[src/rtl/cpu_pkg.sv]
// ---------------------------------------------------------------------------
// cpu_pkg
// Shared constants and types for the write-back commit slice.
//   DATA_W   - result / register file data width
//   ADDR_W   - register address width
//   NREG     - number of architectural registers (2**ADDR_W)
//   wb_req_t - one candidate register file write {valid, addr, data}
// ---------------------------------------------------------------------------
package cpu_pkg;

    localparam int DATA_W = 16;
    localparam int ADDR_W = 3;
    localparam int NREG   = 1 << ADDR_W;

    typedef struct packed {
        logic              valid;
        logic [ADDR_W-1:0] addr;
        logic [DATA_W-1:0] data;
    } wb_req_t;

endpackage : cpu_pkg

[src/rtl/wb_scoreboard.sv]
// ---------------------------------------------------------------------------
// wb_scoreboard
// Per-register pending bits. A register is marked pending when issue logic
// reserves it and released on the cycle its write is presented to the
// register file.
//   clk        - clock
//   rst        - asynchronous active-low reset, clears every pending bit
//   iss_valid  - issue logic requests a reservation
//   iss_addr   - register being reserved
//   iss_ready  - reservation accepted (register not pending)
//   clr_en     - a write is being committed this cycle
//   clr_addr   - register being written
//   busy       - registered pending bit per register
// ---------------------------------------------------------------------------
module wb_scoreboard
    import cpu_pkg::*;
#(
    parameter int ADDR_W_P = ADDR_W,
    parameter int NREG_P   = NREG
) (
    input  logic                clk,
    input  logic                rst,
    input  logic                iss_valid,
    input  logic [ADDR_W_P-1:0] iss_addr,
    output logic                iss_ready,
    input  logic                clr_en,
    input  logic [ADDR_W_P-1:0] clr_addr,
    output logic [NREG_P-1:0]   busy
);

    logic [NREG_P-1:0] set_mask;
    logic [NREG_P-1:0] clr_mask;
    logic [NREG_P-1:0] busy_nxt;

    // A second reservation of a pending register waits for its write.
    assign iss_ready = ~busy[iss_addr];

    always_comb begin
        // NOTE: defaults first so every path assigns the masks; otherwise
        // the tool infers latches to hold the unassigned bits.
        set_mask = '0;
        clr_mask = '0;
        if (iss_valid && iss_ready) begin
            set_mask[iss_addr] = 1'b1;
        end
        if (clr_en) begin
            clr_mask[clr_addr] = 1'b1;
        end
    end

    // Clear applied before set, so a same-cycle reservation of the register
    // being written leaves it pending.
    assign busy_nxt = (busy & ~clr_mask) | set_mask;

    // NOTE: busy is a handful of flops rather than a RAM, so it takes the
    // async reset; a reset that leaves stale pending bits would deadlock issue.
    always_ff @(posedge clk or negedge rst) begin
        if (!rst) begin
            busy <= '0;
        end else begin
            // NOTE: non-blocking so every flop samples pre-edge values.
            busy <= busy_nxt;
        end
    end

endmodule : wb_scoreboard

[src/rtl/wb_commit.sv]
// ---------------------------------------------------------------------------
// wb_commit
// Write-back commit stage in front of the register file. Arbitrates the
// memory-load and ALU result streams (load has fixed priority) into one
// registered write per cycle and tracks pending destinations so issue logic
// can stall on RAW/WAW hazards.
//   clk, rst              - clock, asynchronous active-low reset
//   iss_valid/addr/ready  - destination reservation from issue logic
//   alu_valid/addr/data   - ALU result, alu_ready = !mem_valid
//   mem_valid/addr/data   - load result, mem_ready always 1
//   wr_en/addr/data       - registered register file write, also the
//                           forwarding source for consumers
//   busy                  - registered pending bit per register
// ---------------------------------------------------------------------------
module wb_commit
    import cpu_pkg::*;
#(
    parameter int DATA_W_P = DATA_W,
    parameter int ADDR_W_P = ADDR_W,
    parameter int NREG_P   = NREG
) (
    input  logic                clk,
    input  logic                rst,
    input  logic                iss_valid,
    input  logic [ADDR_W_P-1:0] iss_addr,
    output logic                iss_ready,
    input  logic                alu_valid,
    input  logic [ADDR_W_P-1:0] alu_addr,
    input  logic [DATA_W_P-1:0] alu_data,
    output logic                alu_ready,
    input  logic                mem_valid,
    input  logic [ADDR_W_P-1:0] mem_addr,
    input  logic [DATA_W_P-1:0] mem_data,
    output logic                mem_ready,
    output logic                wr_en,
    output logic [ADDR_W_P-1:0] wr_addr,
    output logic [DATA_W_P-1:0] wr_data,
    output logic [NREG_P-1:0]   busy
);

    wb_req_t alu_req;
    wb_req_t mem_req;
    wb_req_t sel_req;

    assign alu_req = '{valid: alu_valid, addr: alu_addr, data: alu_data};
    assign mem_req = '{valid: mem_valid, addr: mem_addr, data: mem_data};

    // Loads never stall: the load pipe has no holding buffer. The ALU yields.
    assign mem_ready = 1'b1;
    assign alu_ready = ~mem_valid;

    always_comb begin
        sel_req = '0;
        if (mem_req.valid) begin
            sel_req = mem_req;
        end else if (alu_req.valid) begin
            sel_req = alu_req;
        end
    end

    // Address/data only load on an accepted result so the last write stays
    // visible on wr_* while idle.
    always_ff @(posedge clk or negedge rst) begin
        if (!rst) begin
            wr_en   <= 1'b0;
            wr_addr <= '0;
            wr_data <= '0;
        end else begin
            wr_en <= sel_req.valid;
            if (sel_req.valid) begin
                wr_addr <= sel_req.addr;
                wr_data <= sel_req.data;
            end
        end
    end

    // Pending bit drops on the edge that ends the wr_en cycle, so a stalled
    // reader resumes exactly when the register file holds the new value.
    wb_scoreboard #(
        .ADDR_W_P (ADDR_W_P),
        .NREG_P   (NREG_P)
    ) u_scoreboard (
        .clk       (clk),
        .rst       (rst),
        .iss_valid (iss_valid),
        .iss_addr  (iss_addr),
        .iss_ready (iss_ready),
        .clr_en    (wr_en),
        .clr_addr  (wr_addr),
        .busy      (busy)
    );

    // Committing to an unreserved register is a protocol error upstream; the
    // write still goes through and the scoreboard is left untouched.
    unreserved_write_a : assert property (
        @(posedge clk) disable iff (!rst) wr_en |-> busy[wr_addr]
    ) else $warning("wb_commit: write to unreserved register r%0d", wr_addr);

endmodule : wb_commit

[config.mk]
export PLATFORM = sky130hd
export DESIGN_NAME = wb_commit
export DESIGN_NICKNAME = d
export VERILOG_FILES = /design/src/rtl/cpu_pkg.sv /design/src/rtl/wb_scoreboard.sv /design/src/rtl/wb_commit.sv
export SDC_FILE = /design/constraint.sdc
export NUM_CORES = 1
export LEC_CHECK = 0
export ABC_AREA = 1
export CORE_ASPECT_RATIO = 1.5
export CORE_UTILIZATION = 30
export CTS_BUF_LIST = sky130_fd_sc_hd__clkbuf_8
export CTS_CLUSTER_SIZE = 40
export DETAILED_ROUTE_END_ITERATION = 8
export DONT_BUFFER_PORTS = 1
export SYNTH_ARGS = -nofsm -noshare
export SYNTH_HDL_FRONTEND = slang
export SYNTH_SLANG_ARGS = --single-unit
[constraint.sdc]
create_clock -name clk -period 1.35 [get_ports clk]
set_input_delay 0.27 -clock clk [delete_from_list [all_inputs] [get_ports clk]]
set_output_delay 0.27 -clock clk [all_outputs]
set_load 0.005 [all_outputs]
==> results of run 1 <==
synthesized netlist by cell type (3+ instances only):
cell type	instances
nand2_1	52
o21ai_0	8
nor3_1	5
buf_4	3
nand3_1	3
nor2_1	19
buf_6	4
a31oi_1	16
dfrtp_1	28
inv_1	10
buf_2	3
nand3_2	4
o211ai_1	3
nand4_1	10
cell families (layout without fill, tap and decap cells):
group / count (synthesis) / count (layout) / share of synthesized area (%)
compound gates: 27 / 27 / 10.7
other cells: 1 / 1 / 0.247
buf+inv: 24 / 22 / 9.24
flops: 28 / 28 / 46.2
simple gates: 102 / 102 / 33.6
area by class of cell:
class,count,area [um^2],share of cell area [%]
sequential,28,701,42.4
timing repair buffer,6,85.1,5.14
tap,66,82.6,4.99
clock buffer,4,55.1,3.33
inverter,12,50.0,3.03
multi-input combinational,130,681,41.1
worst register-to-register path, cell delays in order, from the launching register on:
cell and delay (ns):
dfrtp_1 0.42, inv_1 0.06, nand2_1 0.06, nand3_2 0.09, nand2_4 0.07, nor2_8 0.08
buf_4 0.15, nand4_1 0.11, nand2_1 0.08
cell usage in the layout, fill, tap and decap left out, drive strengths merged:
cell,n
nand2,54
dfrtp,28
nor2,23
a31oi,16
inv,12
nand4,11
o21ai,8
nand3,7
nor3,5
buf,5
clkbuf,4
o211ai,3
and2,1
or2,1
conb,1
dlygate4sd3,1
through the flow:
stage / hold slack (ns) / cell area (um^2) / power [W]
final: 0.128 / 1650 / 0.00202
after global placement: -0.0249 / 1550 / 0.00145
after detailed placement: -0.0250 / 1550 / 0.00147
after global routing: 0.119 / 1650 / 0.00215
after CTS: 0.117 / 1650 / 0.00207
after floorplan: -0.0256 / 1520 / 0.00140
sequential cells by signal, summed over array words and instances (netlist names):
name,cells
wr_data,16
wr_en,1
wr_addr,3
u_scoreboard.busy,8
layer usage:
| metal | global-route usage (%) | part of all wire (%) |
|---|---|---|
| met2 | 23.2 | 50 |
| met1 | 15.9 | 41 |
| met3 | 2.32 | 7.0 |
| met4 | 6.34 | 1.4 |
| met5 | 0 | 0 |
what timing repair did:
item	CTS	global route
pin swaps	2	4
setup endpoints to repair	1	1
endpoints found under the hold margin	28	0
hold buffers	2	0
resized for setup	1	1
setup buffers	2	0
path summary, 6_finish.rpt:
kind / slack (ns) / end / start / cells past startpoint
worst min-delay path: 0.13 / wr_data[8] / mem_valid / 2
min in group asynchronous: 0.42 / wr_data[15] / rst / 2
max in group asynchronous: 0.77 / u_scoreboard.busy[5] / rst / 2
worst max-delay path: -0.12 / iss_ready / u_scoreboard.busy[5] / 6
worst max register to register: 0.17 / u_scoreboard.busy[5] / u_scoreboard.busy[5] / 8
worst min register to register: 0.57 / u_scoreboard.busy[4] / u_scoreboard.busy[4] / 2
report_power, final:
group	leakage (nW)	internal, W	switching, W
combinational	0.384	0.000163	0.000215
sequential	0.332	0.000976	0.000137
clock	0.0288	0.000261	0.000265
total	0.745	0.00140	0.000618
==> results.md, run 1 <==
* Number of synthesized flops with an enable pin at 0
* IO buf count at 0
* Placed instance count at 238
* Final nets at between 200 and 250
* TritonCTS Sinks at 28
* Largest net degree at the start of global routing at 33
* Syn Area/Cell at 8.33 um^2
* Later-pin clock latency in the skew report at about 0.27 ns
* MaxCap Viol Count at 0
* Gpl congestion at 0.728
* Kind of critical path: register to primary output
* Crit path DAT at 1.20 ns
* Wire per inst at 14.2 um
* Finished Layout Cells at between 200 and 250
* Yosys cell types at 24
* Max clock buf depth at 2
* Syn Std Cell Area at 1520 um^2
* Async SR Flop Fraction at 100%
* Die area at between 5000 and 6000 um^2
* Inserted Diodes at 0
* GRT Util Overall at 13.4%
* Drt first pass iters at 4
* Post-DP HPWL at 2660 um
* Layout Utilization at between 30 and 40%
* Root Driver: clkbuf_8
* Number of global-route vias before repair at 1166
* Min cycle time layout at roughly 1.5 ns
* Delay-heaviest family, CP: simple AND/OR/NAND/NOR gates
* ANT nets after route at 0
* Area leader, netlist: dfrtp_1
* Core area at around 4800 um^2
* # IOs at 77
* CTS tree: yes
* Synth Net Count at 228
* Die W at 60.1 um
* Buf/Inv on CP at 1
* Antenna violations before repair at 0
* Power Dens Cells at ~1200 nW/um^2
* Period utilization at 109%
* Htree depth at 1
* GRT Residual Overflow at 0
* Sequential element share of the synthesized area at 46.2%
* # fillers at 529
* Worst-path cell chain: inv_1, nand2_1, nand3_2, nand2_4, nor2_8, and2_4
* Crit-path max FO at 3
* Final Hold Viols at 0
* Fin Setup TNS at -0.115 ns
* Clk slew on worst S/H paths at ~0.10 ns
* Remaining design rule violation count at 0
* Global-route wire length before repair at 5330 um
* Crit. End Element: primary output
* Hold crit path type: input pin to register
* PnR worst setup slack at -0.115 ns
* Final wirelength at about 3500 um
* Crit path largest cell delay at 0.42 ns
* Setup crit start kind: register
* FP Rows at 31
* Initial Util at a little under a third
* #FFs+latches synth at 28
* VDD IR-drop max at 439 uV
* Layout cells sized above 1 at 13.3%
* Failing checks: negative setup slack
* Fmax at 683 MHz
* Synth-to-Final Area Change at 9.08%
* Slew Limit Fails at 0
* Total CTS buffers at 3
* Final setup violating endpoints at 1
* Required time worst endpoint at 1.08 ns
* Setup Skew at 0.00225 ns
* Yosys warnings at 0
* CP max-delay cell: dfrtp_1
* Synth top area share at between 40% and 50%
* Status: complete, but fails checks
* Die height at between 80 and 90 um
* Vias/cell at 4.91
* Most common flop cell mapped by yosys: dfrtp_1
* Pre-CTS WS at 0.127 ns
* RSZ-0062 raised after global routing: true
* Initial detailed-routing violation count at 59
* Syn Inst Count at 182
* Top post-synthesis cells by area: dfrtp_1 (46%), nand2_1 (13%), a31oi_1 (6.6%)
* Static leakage at 0.745 nW
* Via count at about 1200
Power figures use the tool's default switching activity.
==> run 2: changes to the inputs <==
--- a/config.mk
+++ b/config.mk
@@ -9,7 +9,7 @@
 export CORE_ASPECT_RATIO = 1.5
 export CORE_UTILIZATION = 30
 export CTS_BUF_LIST = sky130_fd_sc_hd__clkbuf_8
-export CTS_CLUSTER_SIZE = 40
+export CTS_CLUSTER_SIZE = 10
 export DETAILED_ROUTE_END_ITERATION = 8
 export DONT_BUFFER_PORTS = 1
 export SYNTH_ARGS = -nofsm -noshare
==> results of run 2 <==
The final DEF is identical to that of run 1; final timing and power are the same.
==> run 3: changes to the inputs <==
--- a/config.mk
+++ b/config.mk
@@ -5,7 +5,8 @@
 export SDC_FILE = /design/constraint.sdc
 export NUM_CORES = 1
 export LEC_CHECK = 0
-export ABC_AREA = 1
+export ABC_AREA = 0
+export CAP_MARGIN = 20
 export CORE_ASPECT_RATIO = 1.5
 export CORE_UTILIZATION = 30
 export CTS_BUF_LIST = sky130_fd_sc_hd__clkbuf_8
==> results.md, run 3 <==
* Crit-path max FO at 2
* # IOs at 77
* CTS tree: yes
* Max reg flops at 16
* Kind of critical path: register to primary output
* Most frequent cells in the layout: dfrtp_1 (28), nand2_1 (25), o21ai_0 (25)
* Final setup violating endpoints at 1
* FP Rows at 29
* Count leader, synth: dfrtp_1
* Layout cells sized above 1 at 9.49%
* Failing checks: design-rule violations, negative setup slack
* Final wirelength at 3090 um
* Antenna violations before repair at 0
* Die W at 56.7 um
* Total CTS buffers at 3
* Die height at 84.1 um
* Period utilization at 120%
* Synth Net Count at 181
* Critical R2R Launch: wr_addr[0]
* Worst hold endpoint: wr_data[12]
* Crit path DAT at between 1 and 1.5 ns
* Htree depth at 1
* Later-pin clock latency in the skew report at roughly 0.27 ns
* GRT Residual Overflow at 0
* Min cycle time layout at around 1.6 ns
* Final nets at 184
* Synth top area share at 51.9%
* Initial Util at between 30% and 40%
* Drt first pass iters at 5
* Post-DP HPWL at 2380 um
* Top post-synthesis cells by area: dfrtp_1 (52%), mux2i_1 (16%), o21ai_0 (9.3%)
* PnR worst setup slack at -0.274 ns
* Initial detailed-routing violation count at 45
* Hold wc startpoint: mem_valid
* Remaining design rule violation count at 10
* Biggest register: wr_data
* RSZ-0062 raised after global routing: true
* Clk slew on worst S/H paths at 0.09 ns
* Die area at 4770 um^2
* ANT nets after route at 0
* Fin Setup TNS at -0.274 ns
* Reg2reg path depth at 3
* MaxCap Viol Count at 0
* Yosys cell types at 22
* Static leakage at 0.678 nW
* Async SR Flop Fraction at 100%
* VDD IR-drop max at 351 uV
* Setup crit start kind: register
* Number of synthesized flops with an enable pin at 0
* Power Dens Cells at 1360 nW/um^2
* Layout Utilization at 34.8%
* Top flop regs: wr_data: 16 flops, u_scoreboard.busy: 8 flops, wr_addr: 3 flops
* Status: complete, but fails checks
* Syn Inst Count at 135
* Sequential element share of the synthesized area at 51.9%
* Syn Std Cell Area at 1350 um^2
* Syn Area/Cell at 9.99 um^2
* Largest net degree at the start of global routing at between 40 and 50
* Required time worst endpoint at 1.08 ns
* Yosys warnings at 0
* Commonest non-fill, non-tap cell in the layout: dfrtp_1
* #FFs+latches synth at 28
* Synth-to-Final Area Change at 10.5%
* Hold crit path type: input pin to register
* IO buf count at 0
* Worst R2R Setup Slack at between 0.2 and 0.3 ns
* Crit. End Element: primary output
* Via count at 998
* GRT Util Overall at 13.9%
* Core area at 4280 um^2
* Fmax at just over 600 MHz
* Top cells by count, synth: dfrtp_1 (28), nand2_1 (25), o21ai_0 (25)
* Hold_ws at about 0.097 ns
* Inserted Diodes at 0
* Wire per inst at 16.9 um
* Number of global-route vias before repair at 1097
* Max clock buf depth at 2
* Final Hold Viols at 0
* Setup Buffers After CTS at 0
* Global-route wire length before repair at around 5000 um
* TritonCTS Sinks at 28
* Gpl congestion at approximately 0.75
* Root Driver: clkbuf_8
* Area leader, netlist: dfrtp_1
* Vias/cell at 5.45
* Most common flop cell mapped by yosys: dfrtp_1
* Slew Limit Fails at 0
* Hold Path Cell Cnt at 1
* Reg2reg end: u_scoreboard.busy[0]
* Setup Skew at ~0.0022 ns
[run 3: cell count changes after synthesis, moves of 9 or more]
cell	change
a31oi_1	-13
mux2i_1	+21
nand2_1	-27
nand4_1	-9
nor2_1	-16
o21ai_0	+17
[run 3: cells by family after synthesis]
logic type | Yosys count | synth area share, %
other cells | 1 | 0.278
compound gates | 35 | 13.6
buf+inv | 10 | 3.80
simple gates | 39 | 13.1
mux | 22 | 17.3
flops | 28 | 51.9
[run 3: final cells by class]
class	instances	area, um^2
clock buffers	4	55.1
fillers	428	2790
inverters	2	7.51
multi-input cells	97	609
flip-flops and latches	28	701
well taps	46	57.6
repair buffers	6	60.1
[run 3: power breakdown]
| part | switching [W] | internal, W |
|---|---|---|
| clock network | 0.000244 | 0.000261 |
| registers | 0.000132 | 0.000982 |
| logic | 0.000194 | 0.000220 |
[run 3: stage by stage]
step                cell area (um^2)  total power, W  setup slack [ns]  std cells
global route                    1490         0.00216            -0.327        183
finish                          1490         0.00203            -0.274        183
detailed placement              1390         0.00150          -0.00317        177
floorplan                       1350         0.00137           0.00821        135
global placement                1390         0.00147            0.0289        177
CTS                             1490         0.00206            -0.291        183
[run 3: routing by layer]
metal,GRT usage [%],wire (um)
met5,0,0
met4,6.87,57
met3,4.96,246
met2,26.9,1710
met1,11.9,1080
[run 3: worst max-delay path by stage]
stage,start,endpoint
global placement,u_scoreboard.busy[7],iss_ready
finish,u_scoreboard.busy[7],iss_ready
detailed placement,u_scoreboard.busy[7],iss_ready
global route,u_scoreboard.busy[7],iss_ready
CTS,u_scoreboard.busy[7],iss_ready
floorplan,iss_addr[1],iss_ready
[run 3: critical path, stage by stage (launching register included)]
cell	delay, ns
dfrtp_1	0.39
mux4_2	0.47
nand2b_4	0.15
nand3_2	0.07
[run 3: timing repair]
item | in CTS | in global routing
pin swaps | 0 | 0
hold buffers | 2 | 0
setup endpoints to repair | 1 | 1
resized for setup | 2 | 0
hold endpoints to repair | 28 | 0
